==> config.mk <==
export PLATFORM = sky130hd
export DESIGN_NAME = sh_hf_recv_buffer
export DESIGN_NICKNAME = d
export VERILOG_FILES = /design/src/rtl/sh_hf_pkg.sv /design/src/rtl/sh_hf_eopq.sv /design/src/rtl/sh_hf_recv_buffer.sv
export SDC_FILE = /design/constraint.sdc
export NUM_CORES = 1
export LEC_CHECK = 0
export BUFFER_PORTS_ARGS = -buffer_cell sky130_fd_sc_hd__buf_2
export CAP_MARGIN = 10
export CORE_MARGIN = 5
export CORE_UTILIZATION = 44
export CTS_CLUSTER_SIZE = 10
export DETAILED_ROUTE_END_ITERATION = 8
export HOLD_SLACK_MARGIN = 0.1
export REMOVE_ABC_BUFFERS = 1
export SLEW_MARGIN = 20
export SYNTH_ARGS = -nofsm -noshare
export SYNTH_HDL_FRONTEND = slang
export SYNTH_HIERARCHICAL = 1
export SYNTH_SLANG_ARGS = --single-unit
==> constraint.sdc <==
create_clock -name CLK -period 5.7 [get_ports CLK]
set_clock_uncertainty 0.1 [all_clocks]
set_input_delay 0.285 -clock CLK [delete_from_list [all_inputs] [get_ports CLK]]
set_output_delay 0.285 -clock CLK [all_outputs]
set_load 0.01 [all_outputs]
==> src/rtl/sh_hf_pkg.sv <==
// -----------------------------------------------------------------------------
// sh_hf_pkg : shared types and constants for the Steelhorse receive buffer
// Revision  : 1.0
// -----------------------------------------------------------------------------
`default_nettype none

package sh_hf_pkg;

  typedef enum logic [1:0] {
    IDLE   = 2'd0,
    DRAIN  = 2'd1,
    NOTIFY = 2'd2
  } drain_state_e;

  localparam logic [1:0] TURN_SLOT_DEFAULT = 2'b01;
  localparam int         DROP_CNT_W        = 8;
  localparam logic [DROP_CNT_W-1:0] DROP_CNT_MAX = '1;

  function automatic logic [DROP_CNT_W-1:0] sat_inc(input logic [DROP_CNT_W-1:0] v);
    return (v == DROP_CNT_MAX) ? v : v + 1'b1;
  endfunction

endpackage

`default_nettype wire

==> src/rtl/sh_hf_eopq.sv <==
// -----------------------------------------------------------------------------
// sh_hf_eopq : small synchronous FIFO holding end-of-packet word addresses
// Revision   : 1.0
// -----------------------------------------------------------------------------
`default_nettype none

module sh_hf_eopq #(
  parameter int AW    = 5,
  parameter int QLOG2 = 2
) (
  input  logic          clk,
  input  logic          rst_n,
  input  logic          push,
  input  logic [AW-1:0] din,
  input  logic          pop,
  output logic [AW-1:0] head,
  output logic          full,
  output logic          empty
);

  localparam int            CW     = QLOG2 + 1;
  localparam logic [CW-1:0] QDEPTH = CW'(1 << QLOG2);

  logic [AW-1:0] slots [1 << QLOG2];
  logic [CW-1:0] wptr;
  logic [CW-1:0] rptr;
  logic          do_push;
  logic          do_pop;

  assign empty   = (wptr == rptr);
  assign full    = ((wptr - rptr) == QDEPTH);
  assign do_push = push && !full;
  assign do_pop  = pop && !empty;
  assign head    = slots[rptr[QLOG2-1:0]];

  always_ff @(posedge clk or negedge rst_n) begin
    if (!rst_n) begin
      wptr <= '0;
      rptr <= '0;
    end else begin
      if (do_push) wptr <= wptr + CW'(1);
      if (do_pop)  rptr <= rptr + CW'(1);
    end
  end

  always_ff @(posedge clk) begin
    if (do_push) slots[wptr[QLOG2-1:0]] <= din;
  end

endmodule

`default_nettype wire

==> src/rtl/sh_hf_recv_buffer.sv <==
// -----------------------------------------------------------------------------
// sh_hf_recv_buffer : packet-aware receive buffer, Steelhorse RX -> LSAB write
// Revision          : 1.0
// -----------------------------------------------------------------------------
`default_nettype none

module sh_hf_recv_buffer
  import sh_hf_pkg::*;
#(
  parameter int         DEPTH_LOG2 = 4,
  parameter int         EOPQ_LOG2  = 2,
  parameter logic [1:0] TURN_SLOT  = TURN_SLOT_DEFAULT
) (
  input  logic                  CLK,
  input  logic                  RST,
  input  logic [31:0]           DATA_IN,
  input  logic                  WRITE_IN,
  input  logic                  NEW_PCKT,
  input  logic                  NEW_PCKT_VALID,
  input  logic [1:0]            LSAB_TURN,
  output logic [31:0]           DATA_OUT,
  output logic                  WRITE,
  output logic                  IRQ,
  output logic                  IRQ_VLD,
  output logic [DROP_CNT_W-1:0] DROP_CNT,
  output logic                  OVERFLOW
);

  localparam int            PW    = DEPTH_LOG2 + 1;
  localparam logic [PW-1:0] DEPTH = PW'(1 << DEPTH_LOG2);

  logic [31:0]   mem [1 << DEPTH_LOG2];
  logic [PW-1:0] wr_ptr;
  logic [PW-1:0] commit_ptr;
  logic [PW-1:0] rd_ptr;
  logic          dropping;

  logic          buf_full;
  logic          accept;
  logic          word_overflow;
  logic          drop_now;
  logic          has_words;
  logic [PW-1:0] wr_next;
  logic          close_good;
  logic          close_drop;
  logic          close_ovf;

  logic          eop_full;
  logic          eop_empty;
  logic          eop_pop;
  logic [PW-1:0] eop_head;

  drain_state_e  state;
  drain_state_e  state_nx;
  logic          do_write;
  logic          has_committed;
  logic          turn_hit;
  logic [PW-1:0] rd_next;

  // ---------------------------------------------------------------------------
  // Ingress
  // ---------------------------------------------------------------------------
  assign buf_full      = ((wr_ptr - rd_ptr) == DEPTH);
  assign accept        = WRITE_IN && !buf_full && !dropping;
  assign word_overflow = WRITE_IN && buf_full && !dropping;
  assign drop_now      = dropping || word_overflow;
  assign wr_next       = wr_ptr + PW'(accept);
  assign has_words     = (wr_next != commit_ptr);

  // A word arriving with the strobe is already folded into wr_next.
  always_comb begin
    close_good = 1'b0;
    close_drop = 1'b0;
    close_ovf  = 1'b0;
    if (NEW_PCKT) begin
      if (drop_now) begin
        close_drop = 1'b1;
        close_ovf  = 1'b1;
      end else if (!NEW_PCKT_VALID) begin
        close_drop = 1'b1;
      end else if (has_words) begin
        if (eop_full) begin
          close_drop = 1'b1;
          close_ovf  = 1'b1;
        end else begin
          close_good = 1'b1;
        end
      end
    end
  end

  always_ff @(posedge CLK or negedge RST) begin
    if (!RST) begin
      wr_ptr     <= '0;
      commit_ptr <= '0;
      dropping   <= 1'b0;
      DROP_CNT   <= '0;
      OVERFLOW   <= 1'b0;
    end else if (close_drop) begin
      wr_ptr   <= commit_ptr;
      dropping <= 1'b0;
      DROP_CNT <= sat_inc(DROP_CNT);
      if (close_ovf) OVERFLOW <= 1'b1;
    end else begin
      wr_ptr <= wr_next;
      if (close_good)    commit_ptr <= wr_next;
      if (word_overflow) dropping   <= 1'b1;
    end
  end

  always_ff @(posedge CLK) begin
    if (accept) mem[wr_ptr[DEPTH_LOG2-1:0]] <= DATA_IN;
  end

  sh_hf_eopq #(
    .AW    (PW),
    .QLOG2 (EOPQ_LOG2)
  ) u_eopq (
    .clk   (CLK),
    .rst_n (RST),
    .push  (close_good),
    .din   (wr_next - PW'(1)),
    .pop   (eop_pop),
    .head  (eop_head),
    .full  (eop_full),
    .empty (eop_empty)
  );

  assign IRQ_VLD = !eop_empty;

  // ---------------------------------------------------------------------------
  // Drain FSM
  // ---------------------------------------------------------------------------
  assign has_committed = (rd_ptr != commit_ptr);
  assign turn_hit      = (LSAB_TURN == TURN_SLOT);
  assign rd_next       = rd_ptr + PW'(1);

  always_ff @(posedge CLK or negedge RST) begin
    if (!RST) state <= IDLE;
    else      state <= state_nx;
  end

  always_comb begin
    state_nx = state;
    do_write = 1'b0;
    eop_pop  = 1'b0;
    case (state)
      IDLE: begin
        if (has_committed) state_nx = DRAIN;
      end
      DRAIN: begin
        if (turn_hit && has_committed) begin
          do_write = 1'b1;
          if (!eop_empty && (rd_ptr == eop_head)) begin
            eop_pop  = 1'b1;
            state_nx = NOTIFY;
          end else if (rd_next == commit_ptr) begin
            state_nx = IDLE;
          end
        end else if (!has_committed) begin
          state_nx = IDLE;
        end
      end
      NOTIFY: begin
        state_nx = has_committed ? DRAIN : IDLE;
      end
      default: state_nx = IDLE;
    endcase
  end

  // IRQ is registered off NOTIFY so it lands the cycle after the last WRITE.
  always_ff @(posedge CLK or negedge RST) begin
    if (!RST) begin
      rd_ptr   <= '0;
      DATA_OUT <= '0;
      WRITE    <= 1'b0;
      IRQ      <= 1'b0;
    end else begin
      WRITE <= do_write;
      IRQ   <= (state == NOTIFY);
      if (do_write) begin
        DATA_OUT <= mem[rd_ptr[DEPTH_LOG2-1:0]];
        rd_ptr   <= rd_next;
      end
    end
  end

endmodule

`default_nettype wire
After elaboration in Yosys (flattened, before gate mapping)
Memories as Yosys holds them, arrays and structs flattened. A register that Yosys moved wholly into a read port is not among the register bits.
Cells that the tools add are included.
- $add $sub $neg: 8
- eq/ne operators: 14
- multiplexer cells: 32
- reduce and logical (&&, ||, !) cells: 20
- bitwise operators: 2
- operator list (cell ; count):
    2-to-1 mux 1 bit ; 25
    == test 5 bit ; 2
    2-to-1 mux 2 bit ; 5
    != test 5 bit ; 2
    adder 8 x 1 -> 8 bit (second input constant) ; 1
    == test 8 bit (second input constant) ; 1
    logical AND 1 bit ; 8
    adder 3 x 1 -> 3 bit (second input constant) ; 2
    one-hot mux 2 bit (3 select lines) ; 1
    AND reduction 2 bit ; 3
    adder 5 x 1 -> 5 bit ; 1
    adder 5 x 1 -> 5 bit (second input constant) ; 1
    == test 5 bit (second input constant) ; 1
    logical NOT 1 bit ; 5
    2-to-1 mux 5 bit ; 1
    subtractor 5 x 1 -> 5 bit (second input constant) ; 1
    subtractor 5 bit ; 1
    == test 2 x 1 -> 1 bit (second input constant) ; 2
    != test 4 bit (second input constant) ; 1
    == test 3 bit ; 1
    == test 3 bit (second input constant) ; 1
    != test 3 bit (second input constant) ; 1
    AND reduction 3 bit ; 1
    subtractor 3 bit ; 1
    other kinds (6) ; 7
- output and inout bits: 44
- register bits after elaboration: 35
- bits of input ports: 39
- RAM bits: 532
- memories kept: 2
- memory list (name ; depth ; bits a word ; read ports ; clocked after memory_dff ; write ports ; line ; text):
    mem ; 16 ; 32 ; 1 ; 1 ; 1 ; sh_hf_recv_buffer.sv:32 ; logic [31:0] mem [1 << DEPTH_LOG2];
    u_eopq.slots ; 4 ; 5 ; 1 ; 0 ; 1 ; sh_hf_eopq.sv:24 ; logic [AW-1:0] slots [1 << QLOG2];

Depth between registers and ports, before layout
- depth in word-level cells: 14
- depth in mapped cells: 21

Modules after synthesis
Netlist, hierarchy kept.
- modules (own cells, without submodules) (module ; cells an instance ; area each (um^2) ; instances):
    sh_hf_recv_buffer ; 992 ; 22318.9 ; 1
    sh_hf_eopq ; 62 ; 1123.6 ; 1

Worst setup path after synthesis
Ideal clock, no wire load.
- path type: register -> register
- start point: reg rd_ptr[1]
- end point: mem mem[0][0] (enable)
- data required time: 5.139 ns
- slack: 0.281 ns
- data arrival time: 4.858 ns
- setup time: 0.461 ns
- path buffers: 3
- clock period less this slack: 5.419 ns
- cell stages (with the launch flop): 13
- cells stage by stage: dfrtp_1 > clkbuf_1 > clkbuf_1 > clkbuf_1 > inv_1 > ha_1 > nor3b_1 > o21ai_0 > a21oi_1 > a31oi_1 > o311ai_0 > or3_1 > nor3_1
- cells in the longest elaborated chain, start to end: 7
- RTL lines (what ; line ; text):
    start, declared ; sh_hf_recv_buffer.sv:35 ; logic [PW-1:0] rd_ptr;
    start signal, assigned ; sh_hf_recv_buffer.sv:183 ; rd_ptr <= rd_next;
    subtractor 5 bit ; sh_hf_recv_buffer.sv:63 ; assign buf_full = ((wr_ptr - rd_ptr) == DEPTH);
    == test 5 bit ; sh_hf_recv_buffer.sv:63 ;
    logical NOT 1 bit ; sh_hf_recv_buffer.sv:64 ; assign accept = WRITE_IN && !buf_full && !dropping;
    logical AND 1 bit (2 in series) ; sh_hf_recv_buffer.sv:64 ;
    2-to-1 mux 1 bit ; sh_hf_recv_buffer.sv:112 ; if (accept) mem[wr_ptr[DEPTH_LOG2-1:0]] <= DATA_IN;
    2-to-1 mux 1 bit (implied by the code) ; sh_hf_recv_buffer.sv:112 ;
    end, declared ; sh_hf_recv_buffer.sv:32 ;
No other way between the ends.

Worst setup path after layout
- start point: reg wr_ptr[1]
- end point: mem u_eopq.slots[1][1] (enable)
- cells in the longest elaborated chain, start to end: 14
- RTL lines (what ; line ; text):
    start, declared ; sh_hf_recv_buffer.sv:33 ; logic [PW-1:0] wr_ptr;
    start signal, assigned ; sh_hf_recv_buffer.sv:100 ; wr_ptr <= commit_ptr;
    start signal, assigned ; sh_hf_recv_buffer.sv:105 ; wr_ptr <= wr_next;
    subtractor 5 bit ; sh_hf_recv_buffer.sv:63 ;
    == test 5 bit ; sh_hf_recv_buffer.sv:63 ;
    logical NOT 1 bit ; sh_hf_recv_buffer.sv:64 ;
    logical AND 1 bit (2 in series) ; sh_hf_recv_buffer.sv:64 ;
    adder 5 x 1 -> 5 bit ; sh_hf_recv_buffer.sv:67 ; assign wr_next = wr_ptr + PW'(accept);
    != test 5 bit ; sh_hf_recv_buffer.sv:68 ; assign has_words = (wr_next != commit_ptr);
    2-to-1 mux 1 bit ; sh_hf_recv_buffer.sv:81 ; end else if (has_words) begin
    2-to-1 mux 1 bit ; sh_hf_recv_buffer.sv:79 ; end else if (!NEW_PCKT_VALID) begin
    2-to-1 mux 1 bit * ; sh_hf_recv_buffer.sv:76 ; if (drop_now) begin
    2-to-1 mux 1 bit * ; sh_hf_recv_buffer.sv:75 ; if (NEW_PCKT) begin
    net close_good ; sh_hf_recv_buffer.sv:44 ; logic close_good;
    logical AND 1 bit * ; sh_hf_eopq.sv:32 ; assign do_push = push && !full;
    2-to-1 mux 1 bit * ; sh_hf_eopq.sv:47 ; if (do_push) slots[wptr[QLOG2-1:0]] <= din;
    2-to-1 mux 1 bit (implied by the code) * ; sh_hf_eopq.sv:47 ;
    end, declared ; sh_hf_eopq.sv:24 ;
The timed path passes the listed nets; every way through them passes the cells marked *.

==> results.toml <==
[worst_setup_path]
path_common_cell = "ha_1"
path_max_fanout = 10
crit_path_end_kind = "flip-flop"
worst-setup-path-type = "reg -> reg"
path_buf_inv = 2
startpoint_type = "flip-flop"
cp_cell_sequence = "ha_1 -> nor3b_1 -> o21ai_0 -> a21oi_1 -> a31oi_1 -> o311ai_0 -> inv_1 -> ha_1 -> ha_1 -> xor2_1 -> xor2_1 -> or4_1 -> and2_1 -> nand4b_4 -> inv_1 -> o21a_2 -> and2_2"
cp.arrival_ns = 5.23
critPathSlowestCell = "o311ai_0"
cp_slowest_stage_delay_ns = 0.54
required_ns = 5.93
cp_top_family = "simple AND/OR/NAND/NOR gates"

[route]
detail_route.wl_per_cell_um = 25.68
vias = 11014
first_pass_iters = 4
viasPerCell = 5.591
routed_wl_um = 50590
drt-initial-drc-count = 1055
antenna_left = 0
drcViolationCount = 0

[clock_network]
cts.sinks = 599
ctsHtreeMaxLevel = 3
holdBufCountCts = 39
cts_resized = 0
cts_setup_buffers = 0
clkTransAtPathRegs_ns = 0.05
cts_buffer_depth = 3
cts_root_buf = "clkbuf_16"
cts_made_buffers = 71
insertion_delay_ns = 0.60
cts_tree = "built"

[power]
leakagePower_nw = 9.086
seqPwrFrac = 0.415
switchingPower_mw = 4.053
switching_share = 0.2916
p_int_mw = 9.848
power_density_nw_per_um2 = 509.2
pwr-share-comb = 0.286
clock_power_share = 0.299
vdd_drop_max_v = 0.0003636

[yosys]
syn-cell-area_um2 = 23440
ys.flop_type = "edfxtp_1"
yosysMostFrequentCell = "edfxtp_1"
synthTopCellsByCount = "532 x edfxtp_1, 165 x mux4_2, 67 x dfrtp_1"
synthTopCellsByArea = "edfxtp_1 68%, mux4_2 16%, dfrtp_1 7.2%, mux2_2 1.8%, ha_1 0.85%"
async_reset_ff_frac = 0.1119
seq_area_frac_synth = 0.7530
synthDistinctLibCells = 46
yosysTopAreaCellShare = 0.6815
yosys_warnings = 6
syn_avg_cell_area_um2 = 22.24
synth_area_leader_cell = "edfxtp_1"
synth_seq_cells = 599
synthCells = 1054
synth_edf_count = 532

[finish]
regArea_um2 = 17660
utilization = 0.5185
nFillCells = 4160
multi_input_area_um2 = 5558
drive_gt1_frac = 0.3305
final_nets = 1280
syn2layout_area_growth_pct = 16.47

[sta]
holdWs_ns = 0.2677
setup_slack_ns = 0.7082
timing.final.crit_period_ns = 4.992
drv_slew = 0
hold_violations = 0
worst_pin_slew_ns = 0.9931
finalSetupViolCount = 0
fin_setup_tns_ns = 0
max_slew_margin = 0.3364
min_period_over_period = 0.8758
fmaxAchievable_ghz = 0.2003
grt_setup_unrepaired = "false"

[placement]
portBuffers = 82
dp_slack_ns = 0.7920
place_congestion = 0.7436
dp_hpwl_um = 26290

[floorplan]
die_w_um = 240.8
die_y_um = 240.8
coreArea_um2 = 52660
pin_count = 83
initial_core_util = 0.4452
design.die.area_um2 = 57990
rows = 84

[global_route]
antenna_found_initial = 2
overflow = 0
grt_pass1_wl_um = 76540
grt_max_degree = 133
grt_usage = 0.1794
grt_pass1_vias = 11831

[min_path]
hold_class = "in -> async"

[run]
drv_cap = 0

[status]
status = "completed"
[layout make-up]
class	count	area share
multi-input combinational	389	0.2036
antenna	2	0.0001833
clock buffer	117	0.07217
clock inverter	11	0.006232
tap	688	0.03153
timing repair buffer	146	0.03703
inverter	18	0.002475
sequential	599	0.6468
[state kept, by name, indices dropped and copies added, names as in the netlist, 2 cells and up]
name	flops
DROP_CNT	8
u_eopq/rptr	3
rd_ptr	5
state	2
commit_ptr	5
wr_ptr	5
mem	512
u_eopq/wptr	3
DATA_OUT	32
u_eopq/slots	20
[metal layers]
metal	wire (um)	global-route usage	part of all wire	vias to the layer above
met5	0	0	0	-
met4	925	0.04274	0.018	0
met3	2981	0.03851	0.059	76
met2	24370	0.2852	0.48	317
met1	22300	0.2597	0.44	5914
li1	-	-	-	4707
[worst paths after layout]
kind / startpoint / to / slack, ns / cells past startpoint
max: wr_ptr[1] / u_eopq/slots[1][1] / 0.71 / 17
min: RST / DATA_OUT[14] / 0.27 / 3
max reg2reg: wr_ptr[1] / u_eopq/slots[1][1] / 0.71 / 17
min reg2reg: OVERFLOW / OVERFLOW / 0.38 / 1
max in group asynchronous: RST / rd_ptr[1] / 4.47 / 3
min in group CLK: WRITE_IN / OVERFLOW / 0.30 / 5
[tightest hold or removal path, delay by kind of cell]
| family | cells | cell delay (ns) |
|---|---|---|
| buffers and inverters | 3 | 1.11 |
[per-stage QoR]
stage	power, mW	std cells	cell area, um^2
floorplan	8.870	1006	23170
global placement	9.843	1801	24770
CTS	14.11	1968	27300
global route	14.61	1968	27300
finish	13.90	1970	27300
detailed placement	9.893	1801	24770
[cells in the final DEF, fill, tap and decap left out, types with 4 or more instances in the layout]
cell type | Yosys | final
nor3_2 | 0 | 4
nor2_1 | 25 | 13
nand2b_1 | 4 | 4
inv_1 | 17 | 17
xnor2_1 | 22 | 22
nor2_4 | 0 | 12
xor2_1 | 17 | 17
clkbuf_1 | 16 | 45
mux4_2 | 165 | 165
ha_1 | 16 | 16
buf_2 | 10 | 82
dfrtp_1 | 67 | 64
mux2_2 | 37 | 37
nand2_1 | 21 | 21
a31oi_1 | 4 | 4
edfxtp_1 | 532 | 532
a21oi_1 | 5 | 5
nand3_1 | 14 | 14
o21ai_0 | 14 | 14
dlygate4sd3_1 | 0 | 38
buf_4 | 2 | 24
nor2b_1 | 5 | 5
clkbuf_16 | 0 | 72
[power groups by stage]
stage,logic (mW),clock network [mW],registers [mW]
after detailed placement,4.03,0,5.87
final,3.97,4.16,5.77
after global routing,4.32,4.45,5.83
after CTS,4.07,4.26,5.78
after floorplan,2.68,0,6.19
after global placement,4.00,0,5.84
[cells by family (layout without fill, tap and decap cells)]
logic type | count (synthesis) | count (layout) | share of synthesized area
AOI/OAI and AO/OA | 32 | 32 | 0.009287
xor gates and xnor gates | 40 | 40 | 0.01526
buffers and inverters | 66 | 292 | 0.01462
muxes | 207 | 207 | 0.1789
DFF | 599 | 599 | 0.7530
and+or+nand+nor | 94 | 94 | 0.02039
other | 0 | 2 | 0
adders and majority gates | 16 | 16 | 0.008540
No activity file was read; power rests on OpenSTA's default activity.
